## config.mk

```make
export PLATFORM = sky130hd
export DESIGN_NAME = alkqseq
export DESIGN_NICKNAME = d
export VERILOG_FILES = /design/src/rtl/alkqseq.sv
export SDC_FILE = /design/constraint.sdc
export NUM_CORES = 1
export LEC_CHECK = 0
export BUFFER_PORTS_ARGS = -buffer_cell sky130_fd_sc_hd__buf_2
export CORE_MARGIN = 2
export CORE_UTILIZATION = 47
export DETAILED_ROUTE_END_ITERATION = 12
export HOLD_SLACK_MARGIN = 0.06
export PLACE_DENSITY = 0.76
export SYNTH_ARGS = -nofsm -noshare
export SYNTH_HDL_FRONTEND = slang
export SYNTH_SLANG_ARGS = --single-unit
```

## constraint.sdc

```tcl
create_clock -name clk -period 1.8 [get_ports clk]
set_input_delay 0.18 -clock clk [delete_from_list [all_inputs] [get_ports clk]]
set_output_delay 0.18 -clock clk [all_outputs]
set_load 0.1 [all_outputs]
```

## src/rtl/alkqseq.sv

```systemverilog
// ALK Q shift register with shift-in selection and an internal step sequencer.
// Optional sticky right-shift flag enabled by defining ALKQSEQ_STICKY_EN.
module alkqseq #(
   parameter int WIDTH = 32,
   parameter int CNT_W = 6
) (
   input  logic             clk,
   input  logic             reset_h,
   input  logic             start_h,
   input  logic [2:0]       mode_h,
   input  logic [1:0]       size_h,
   input  logic [1:0]       sin_sel_h,
   input  logic [CNT_W-1:0] count_h,
   input  logic [WIDTH-1:0] wbus_in_h,
   input  logic             pslc_h,
   input  logic             c32_in_h,
   input  logic             alu_sout_shr_h,
   output logic [WIDTH-1:0] q_h,
   output logic             q_sout_shl_h,
   output logic             q_sout_shr_h,
   output logic             busy_h,
   output logic             loopf_h,
   output logic             done_h,
   output logic             q_sticky_h
);

   localparam logic [2:0] M_HOLD = 3'd0;
   localparam logic [2:0] M_LOAD = 3'd1;
   localparam logic [2:0] M_SL   = 3'd2;
   localparam logic [2:0] M_SR   = 3'd3;
   localparam logic [2:0] M_ROL  = 3'd4;
   localparam logic [2:0] M_ROR  = 3'd5;
   localparam logic [2:0] M_MUL  = 3'd6;
   localparam logic [2:0] M_DIV  = 3'd7;

   localparam logic [WIDTH-1:0] MASK_B = {{(WIDTH - WIDTH/4){1'b0}}, {(WIDTH/4){1'b1}}};
   localparam logic [WIDTH-1:0] MASK_W = {{(WIDTH - WIDTH/2){1'b0}}, {(WIDTH/2){1'b1}}};
   localparam logic [WIDTH-1:0] MASK_L = {WIDTH{1'b1}};

   typedef enum logic [1:0] {IDLE, RUN, DONE} state_t;

   state_t           state, state_next;
   logic [WIDTH-1:0] q_r, q_next;
   logic [CNT_W-1:0] rem, rem_next;
   logic [2:0]       mode_r, mode_next;
   logic [1:0]       size_r, size_next;
   logic [1:0]       sel_r, sel_next;

   logic [2:0]       cur_mode;
   logic [1:0]       cur_size;
   logic [1:0]       cur_sel;
   logic [WIDTH-1:0] mask;
   logic [WIDTH-1:0] shifted;
   logic [WIDTH-1:0] stepped;
   logic             sel_bit;
   logic             sin;
   logic             shift_left;
   logic             right_step;
   logic             step_en;

   function automatic logic pick_msb(input logic [WIDTH-1:0] v, input logic [1:0] size);
      logic b;
      case (size)
         2'd0:    b = v[WIDTH/4-1];
         2'd1:    b = v[WIDTH/2-1];
         default: b = v[WIDTH-1];
      endcase
      return b;
   endfunction

   // Step datapath: the first step uses live controls, later steps use the latched copy.
   always_comb begin
      cur_mode   = (state == IDLE) ? mode_h    : mode_r;
      cur_size   = (state == IDLE) ? size_h    : size_r;
      cur_sel    = (state == IDLE) ? sin_sel_h : sel_r;
      mask       = MASK_L;
      sel_bit    = 1'b0;
      sin        = 1'b0;
      shift_left = 1'b0;
      right_step = 1'b0;
      case (cur_size)
         2'd0:    mask = MASK_B;
         2'd1:    mask = MASK_W;
         default: mask = MASK_L;
      endcase
      case (cur_sel)
         2'd0:    sel_bit = 1'b0;
         2'd1:    sel_bit = 1'b1;
         2'd2:    sel_bit = pslc_h;
         default: sel_bit = pick_msb(wbus_in_h, cur_size);
      endcase
      case (cur_mode)
         M_SL:    begin shift_left = 1'b1; sin = sel_bit; end
         M_SR:    begin right_step = 1'b1; sin = sel_bit; end
         M_ROL:   begin shift_left = 1'b1; sin = pick_msb(q_r, cur_size); end
         M_ROR:   begin right_step = 1'b1; sin = q_r[0]; end
         M_MUL:   begin right_step = 1'b1; sin = alu_sout_shr_h; end
         M_DIV:   begin shift_left = 1'b1; sin = c32_in_h; end
         default: begin shift_left = 1'b0; sin = 1'b0; end
      endcase
      // mask ^ (mask >> 1) isolates bit EW-1, where the right-shift input lands
      if (shift_left)
         shifted = (q_r << 1) | {{(WIDTH-1){1'b0}}, sin};
      else
         shifted = ((q_r & mask) >> 1) | (sin ? (mask ^ (mask >> 1)) : '0);
      stepped = (shifted & mask) | (q_r & ~mask);
      step_en = ((state == IDLE) && start_h && (mode_h != M_HOLD) && (mode_h != M_LOAD))
                || (state == RUN);
   end

   // Sequencer next-state and register updates.
   always_comb begin
      state_next = state;
      q_next     = q_r;
      rem_next   = rem;
      mode_next  = mode_r;
      size_next  = size_r;
      sel_next   = sel_r;
      case (state)
         IDLE: begin
            if (start_h && mode_h == M_LOAD) begin
               q_next     = wbus_in_h;
               state_next = DONE;
            end else if (step_en) begin
               q_next     = stepped;
               rem_next   = count_h;
               mode_next  = mode_h;
               size_next  = size_h;
               sel_next   = sin_sel_h;
               state_next = (count_h == '0) ? DONE : RUN;
            end
         end
         RUN: begin
            q_next   = stepped;
            rem_next = rem - CNT_W'(1);
            if (rem <= CNT_W'(1))
               state_next = DONE;
         end
         DONE:    state_next = IDLE;
         default: state_next = IDLE;
      endcase
   end

   always_ff @(posedge clk) begin
      if (reset_h) begin
         state  <= IDLE;
         q_r    <= '0;
         rem    <= '0;
         mode_r <= M_HOLD;
         size_r <= 2'd0;
         sel_r  <= 2'd0;
      end else begin
         state  <= state_next;
         q_r    <= q_next;
         rem    <= rem_next;
         mode_r <= mode_next;
         size_r <= size_next;
         sel_r  <= sel_next;
      end
   end

`ifdef ALKQSEQ_STICKY_EN
   logic sticky;
   logic start_accept;

   // Any accepted start clears the flag; the first step may immediately set it.
   assign start_accept = (state == IDLE) && start_h && (mode_h != M_HOLD);

   always_ff @(posedge clk) begin
      if (reset_h)
         sticky <= 1'b0;
      else if (start_accept)
         sticky <= step_en & right_step & q_r[0];
      else if (step_en && right_step)
         sticky <= sticky | q_r[0];
   end

   assign q_sticky_h = sticky;
`else
   assign q_sticky_h = 1'b0;
`endif

   assign q_h          = q_r;
   assign q_sout_shl_h = pick_msb(q_r, size_h);
   assign q_sout_shr_h = q_r[0];
   assign busy_h       = (state == RUN);
   assign loopf_h      = (state == RUN) && (rem > CNT_W'(1));
   assign done_h       = (state == DONE);

endmodule

```

Word level (Yosys, flattened, before mapping)
Index checks and enable logic that the tools add are counted.
{"block": "op_classes", "addsub": 1, "multipliers": 0, "n_div": 0, "order_cmp": 2, "eq_ne": 18, "shift": 0, "n_mux": 23, "bitwise": 9, "n_reduce_logical": 19}
{"op": "32-bit 2-to-1 mux", "count": 4}
{"op": "32-bit case mux with 2 select lines", "count": 2}
{"op": "32-bit bitwise AND", "count": 3}
{"op": "32-bit NOT", "count": 1}
{"op": "31-bit by 32-bit OR with 32-bit output", "count": 1}
{"op": "32-bit by 1-bit OR with 32-bit output", "count": 1}
{"op": "32-bit OR", "count": 1}
{"op": "32-bit by 31-bit bitwise XOR with 32-bit output", "count": 1}
{"op": "3-bit equality test (second input constant)", "count": 4}
{"op": "2-bit 2-to-1 mux", "count": 6}
{"op": "6-bit 2-to-1 mux", "count": 2}
{"op": "6-bit case mux with 2 select lines", "count": 1}
{"op": "2-bit by 1-bit equality test with 1-bit output (second input constant)", "count": 4}
{"op": "2-bit logical NOT", "count": 4}
{"op": "3-bit by 2-bit equality test with 1-bit output (second input constant)", "count": 2}
{"op": "6-bit by 1-bit greater-than comparator with 1-bit output (second input constant)", "count": 1}
{"op": "6-bit by 1-bit <= comparator with 1-bit output (second input constant)", "count": 1}
{"op": "6-bit logical NOT", "count": 1}
{"op": "1-bit case mux with 2 select lines", "count": 3}
{"op": "3-bit AND reduction", "count": 2}
{"op": "6-bit by 1-bit subtractor with 6-bit output (second input constant)", "count": 1}
{"op": "1-bit logical AND", "count": 5}
{"op": "1-bit case mux with 5 select lines", "count": 1}
{"op": "2-bit equality test (second input constant)", "count": 2}
{"op": "16 further kinds", "count": 18}
{"block": "totals", "reg_bits": 47, "latchBits": 0, "ramBits": 0, "rom_bits": 0, "input_bits": 51, "output_inout_bits": 38, "mem_count": 0}

Longest topological paths before layout
{"block": "depth", "ltp_word": 14, "depth_mapped": 9}

Worst setup path after synthesis
Ideal clock, no wire load.
{"block": "synth_path", "path_type": "register to output", "start": "register q_r[15], in the netlist q_h[15]", "end": "output port q_sout_shl_h", "arrival_time_ns": 3.294, "t_required_ns": 1.620, "slack_ns": -1.674, "path_stages_with_launch": 3, "path_cell_list": "dfxtp_1 > mux2i_1 > o21ai_0"}
{"block": "synth_between", "elab_chain_len": 1}
{"item": "start, declared", "line_no": "43", "source": "logic [WIDTH-1:0] q_r, q_next;"}
{"item": "start signal, assigned", "line_no": "154", "source": "q_r <= q_next;"}
{"item": "1-bit case mux with 2 select lines", "line_no": "63", "source": "case (size)"}
{"item": "end, declared", "line_no": "19", "source": "output logic q_sout_shl_h,"}
No other way between the ends.

Worst setup path in the final report
{"block": "layout_path", "start": "register state[0]", "end": "register q_r[3], in the netlist q_h[3]"}
{"block": "layout_between", "elab_chain_len": 14}
{"item": "start, declared", "line_no": "42", "source": "state_t state, state_next;"}
{"item": "start signal, assigned", "line_no": "153", "source": "state <= state_next;"}
{"item": "2-bit logical NOT"}
{"item": "2-bit 2-to-1 mux", "line_no": "74", "source": "cur_size = (state == IDLE) ? size_h : size_r;"}
{"item": "2-bit by 1-bit equality test with 1-bit output or 2-bit logical NOT (tied branches)", "line_no": "63"}
{"item": "1-bit case mux with 2 select lines", "line_no": "63"}
{"item": "1-bit case mux with 3 select lines", "line_no": "86", "source": "case (cur_sel)"}
{"item": "1-bit case mux with 5 select lines", "line_no": "92", "source": "case (cur_mode)"}
{"item": "32-bit 2-to-1 mux", "line_no": "105", "source": "shifted = ((q_r & mask) >> 1) | (sin ? (mask ^ (mask >> 1)) : '0);"}
{"item": "31-bit by 32-bit OR with 32-bit output", "line_no": "105"}
{"item": "32-bit 2-to-1 mux", "line_no": "102", "source": "if (shift_left)"}
{"item": "32-bit bitwise AND", "line_no": "106", "source": "stepped = (shifted & mask) | (q_r & ~mask);"}
{"item": "32-bit OR", "line_no": "106"}
{"item": "32-bit 2-to-1 mux", "line_no": "124", "source": "end else if (step_en) begin"}
{"item": "32-bit 2-to-1 mux", "line_no": "121", "source": "if (start_h && mode_h == M_LOAD) begin"}
{"item": "32-bit case mux with 2 select lines", "line_no": "119", "source": "case (state)"}
Parallel ways exist; a longest one is shown, timed or not. The select of a mux whose other input is x is not followed.
A chain may end at the register's enable or synchronous reset.

==> flow_metrics.tcl <==
set metrics [dict create \
    run_status "finished, violations left" \
    violations "setup timing" \
    placement.io_buffers 87 \
    finalCoreUtilization 0.645 \
    cts_max_level 2 \
    critical_path.reg2reg.startpoint "state[0]$_SDFFE_PP0P_" \
    synthesis.nets 432 \
    min_delay_worst_endpoint "q_h[11]$_SDFFE_PP0P_" \
    synth-seq-cells 47 \
    area.growth.synth_to_final_pct 33.9 \
    yosysWarnings 0 \
    setup-violations-final 23 \
    crit_slowest_cell "sky130_fd_sc_hd__a2111o_1" \
    gp_congestion 0.906 \
    count_of_flip_flops_with_a_built_in_enable_after_synthesis 0 \
    drt_pass1_iterations 4 \
    fp-row-count 29 \
    routed_wire_length_per_instance_um 15.8 \
    grtUsageTotal 0.235 \
    post-route-drc-count 0 \
    regToRegEndpoint "q_h[3]$_SDFFE_PP0P_" \
    path_class "reg -> reg" \
    slew_violations 0 \
    seq_total_area_yosys 0.311 \
    design.die.area_um2 7090 \
    clk_latency_ps 310 \
    post-route-worst-setup-slack_ps -77.8 \
    timing.critical_path.required_ps 2040 \
    initial_utilization 0.482 \
    synthesis.instances 379 \
    tritoncts.num_buffers 5 \
    synth-async-reset-ratio 0 \
    synth_compound_gate_area_share 0.340 \
    numPlacedInstances 544 \
    grt_remaining_overflow 0 \
    routed-via-count 3320 \
    yosys.area_share.simple 0.151 \
    worst_min_path_class "in -> reg" \
    setup.reg_to_reg.worst_slack_ps -80 \
    avg_vias_per_cell 5.96 \
    max_stage_delay_ps 430 \
    cts.path.max_buffers 2 \
    dp.final_hpwl_mm 6.13 \
    startpoint "state[0]$_SDFFE_PP0P_" \
    finalClockSkew_ps 10.8 \
    cts.sinks 47 \
    layout-drive-gt1-share 0.333 \
    worstPathArrival_ps 2120 \
    cts-root-buf "sky130_fd_sc_hd__clkbuf_8" \
    critical_path.max_fanout 5 \
    ir_worst_vdd_uv 1650 \
    synth_area_um2 3030 \
    pin_count 89 \
    synthTopCellsByArea "sky130_fd_sc_hd__dfxtp_1, sky130_fd_sc_hd__mux2i_1, sky130_fd_sc_hd__nor2_1, sky130_fd_sc_hd__o21ai_0, sky130_fd_sc_hd__a21oi_1" \
    power_density_nw_per_um2 1930 \
    mostFrequentLayoutCells "sky130_fd_sc_hd__buf_2, sky130_fd_sc_hd__nor2_1, sky130_fd_sc_hd__dfxtp_1, sky130_fd_sc_hd__mux2i_1" \
    post-route-period-util 1.04 \
    synth.distinct_cells 55 \
    clk_transition_reported_paths_ps 100 \
    yosys.area_share.adder 0.00827 \
    layout.cells.non_filler 557 \
    timing.final.hold_violations 0 \
    core-area_um2 6280 \
    min_path_cells 3 \
    synth-main-ff-cell "sky130_fd_sc_hd__dfxtp_1" \
    setup.worst_path.end_class "flip-flop" \
    crit_path_cell_trace "buf_4, a2111o_1, nand2_4, clkbuf_16, mux2i_1, a211o_1, a21oi_2" \
    rr_worst_depth 7 \
    drt.antenna.violating_nets 0 \
    via_count_of_the_first_global_routing_pass 2993 \
    slew_headroom 0.669 \
    synth_top_family_by_area "compound AO/OA/AOI/OAI gates" \
    antenna_diode_count 0 \
    final_common_cell "sky130_fd_sc_hd__buf_2" \
    timing.fmax_mhz 533 \
    syn-mean-instance-area_um2 7.98 \
    post-route-min-period_ps 1880 \
    grt_setup_unrepaired "yes" \
    tritoncts_clock_tree "yes" \
    synth-xor-area-share 0.00868 \
    total_leakage_power_nw 1.84 \
    fp.dieH_um 84.2 \
    drt_wl_total_mm 8.79 \
    timing.hold.worst.start "wbus_in_h[11]" \
    maxCapViolations 0 \
    post-synth-top-area-fraction 0.311 \
    grt_max_degree 34 \
    critPathLaunchType "flip-flop" \
    synth_largest_area_cell "sky130_fd_sc_hd__dfxtp_1" \
    first_pass_grt_wire_length_mm 14.0 \
    worst_slew_pin_slew_ps 493 \
    die_w_um 84.2 \
    antenna_found_initial 0 \
    final_nets 532 \
    yosys-mux-area-fraction 0.130 \
    drt-initial-drc-count 181 \
]
routing by layer:
metal  wire (um)  global-route usage
met1        3780               0.308
met2        4270               0.411
met3         686              0.0403
met4          48              0.0440
met5           0                   0
per-stage QoR:
| step | cell area (um2) | power [mW] | setup TNS (ps) | hold slack [ps] | worst slack (ps) |
|---|---|---|---|---|---|
| final | 4050 | 7.80 | -581 | 152 | -77.8 |
| after CTS | 3930 | 7.46 | -30.8 | 154 | -21.7 |
| after global routing | 4050 | 8.20 | -2540 | 169 | -129 |
| after global placement | 3790 | 6.61 | -2.03 | 454 | -2.03 |
| after floorplan | 3080 | 5.53 | -25.3 | 327 | -13.4 |
| after detailed placement | 3790 | 6.68 | -294 | 470 | -102 |
cell type report:
type / count / area, um2
sequential: 47 / 947
tap: 77 / 96.3
timing repair buffer: 121 / 852
fill: 562 / 2230
inverter: 5 / 23.8
clock buffer: 7 / 86.3
clock inverter: 1 / 8.76
multi-input combinational: 299 / 2040
power breakdown:
part | switching [mW] | internal, mW
clock network | 0.381 | 0.316
logic | 3.47 | 1.92
registers | 0.374 | 1.34
logic make-up after synthesis:
| logic type | Yosys count |
|---|---|
| multiplexers | 39 |
| other | 1 |
| adder cells (fa/ha/maj) | 2 |
| AO/OA/AOI/OAI | 154 |
| AND/OR/NAND/NOR | 100 |
| buffers and inverters | 33 |
| XOR/XNOR | 3 |
| flip-flops | 47 |
critical path: cells and delay by family (launching register included):
family,cells,cell delay (ps)
buf+inv,2,320
flops,1,360
mux,1,70
compound gates,3,860
simple gates,1,200
repair_timing:
item | 4_1_cts | 5_1_grt
hold buffers | 0 | 0
setup buffers | 0 | 2
cloned | 0 | 3
pin swaps | 5 | 8
resized for setup | 11 | 11
setup endpoints to repair | 11 | 32
hold endpoints to repair | 0 | 0
worst max-delay path by stage:
| stage | end | slack [ps] | depth (start not counted) |
|---|---|---|---|
| 3_3_place_gp | q_h[0]$_SDFFE_PP0P_ | -2 | 6 |
| 3_5_place_dp | q_h[0]$_SDFFE_PP0P_ | -100 | 6 |
| 5_1_grt | q_h[0]$_SDFFE_PP0P_ | -130 | 6 |
| 6_report | q_h[3]$_SDFFE_PP0P_ | -80 | 7 |
| 2_1_floorplan | q_h[0]$_SDFFE_PP0P_ | -10 | 6 |
| 4_1_cts | q_h[0]$_SDFFE_PP0P_ | -20 | 6 |
state kept, by name, summed over array words and instances, names as in the netlist:
name and count:
state 2, mode_r 3, size_r 2, q_h 32
rem 6, sel_r 2
Yosys cell counts, types with 3 or more instances:
master,number
sky130_fd_sc_hd__o31ai_1,4
sky130_fd_sc_hd__a211oi_1,19
sky130_fd_sc_hd__inv_1,4
sky130_fd_sc_hd__nand2_1,24
sky130_fd_sc_hd__mux2i_1,37
sky130_fd_sc_hd__o2bb2ai_1,7
sky130_fd_sc_hd__nand3_1,4
sky130_fd_sc_hd__o21ai_0,32
sky130_fd_sc_hd__a31oi_1,4
sky130_fd_sc_hd__a21oi_1,31
sky130_fd_sc_hd__a21o_1,17
sky130_fd_sc_hd__a211o_1,8
sky130_fd_sc_hd__nor2_1,48
sky130_fd_sc_hd__o22ai_1,3
sky130_fd_sc_hd__nand2b_1,4
sky130_fd_sc_hd__buf_2,5
sky130_fd_sc_hd__clkbuf_1,19
sky130_fd_sc_hd__dfxtp_1,47
sky130_fd_sc_hd__nor3_1,5
sky130_fd_sc_hd__o211ai_1,3
sky130_fd_sc_hd__a22oi_1,11
Power figures use the tool's default switching activity.
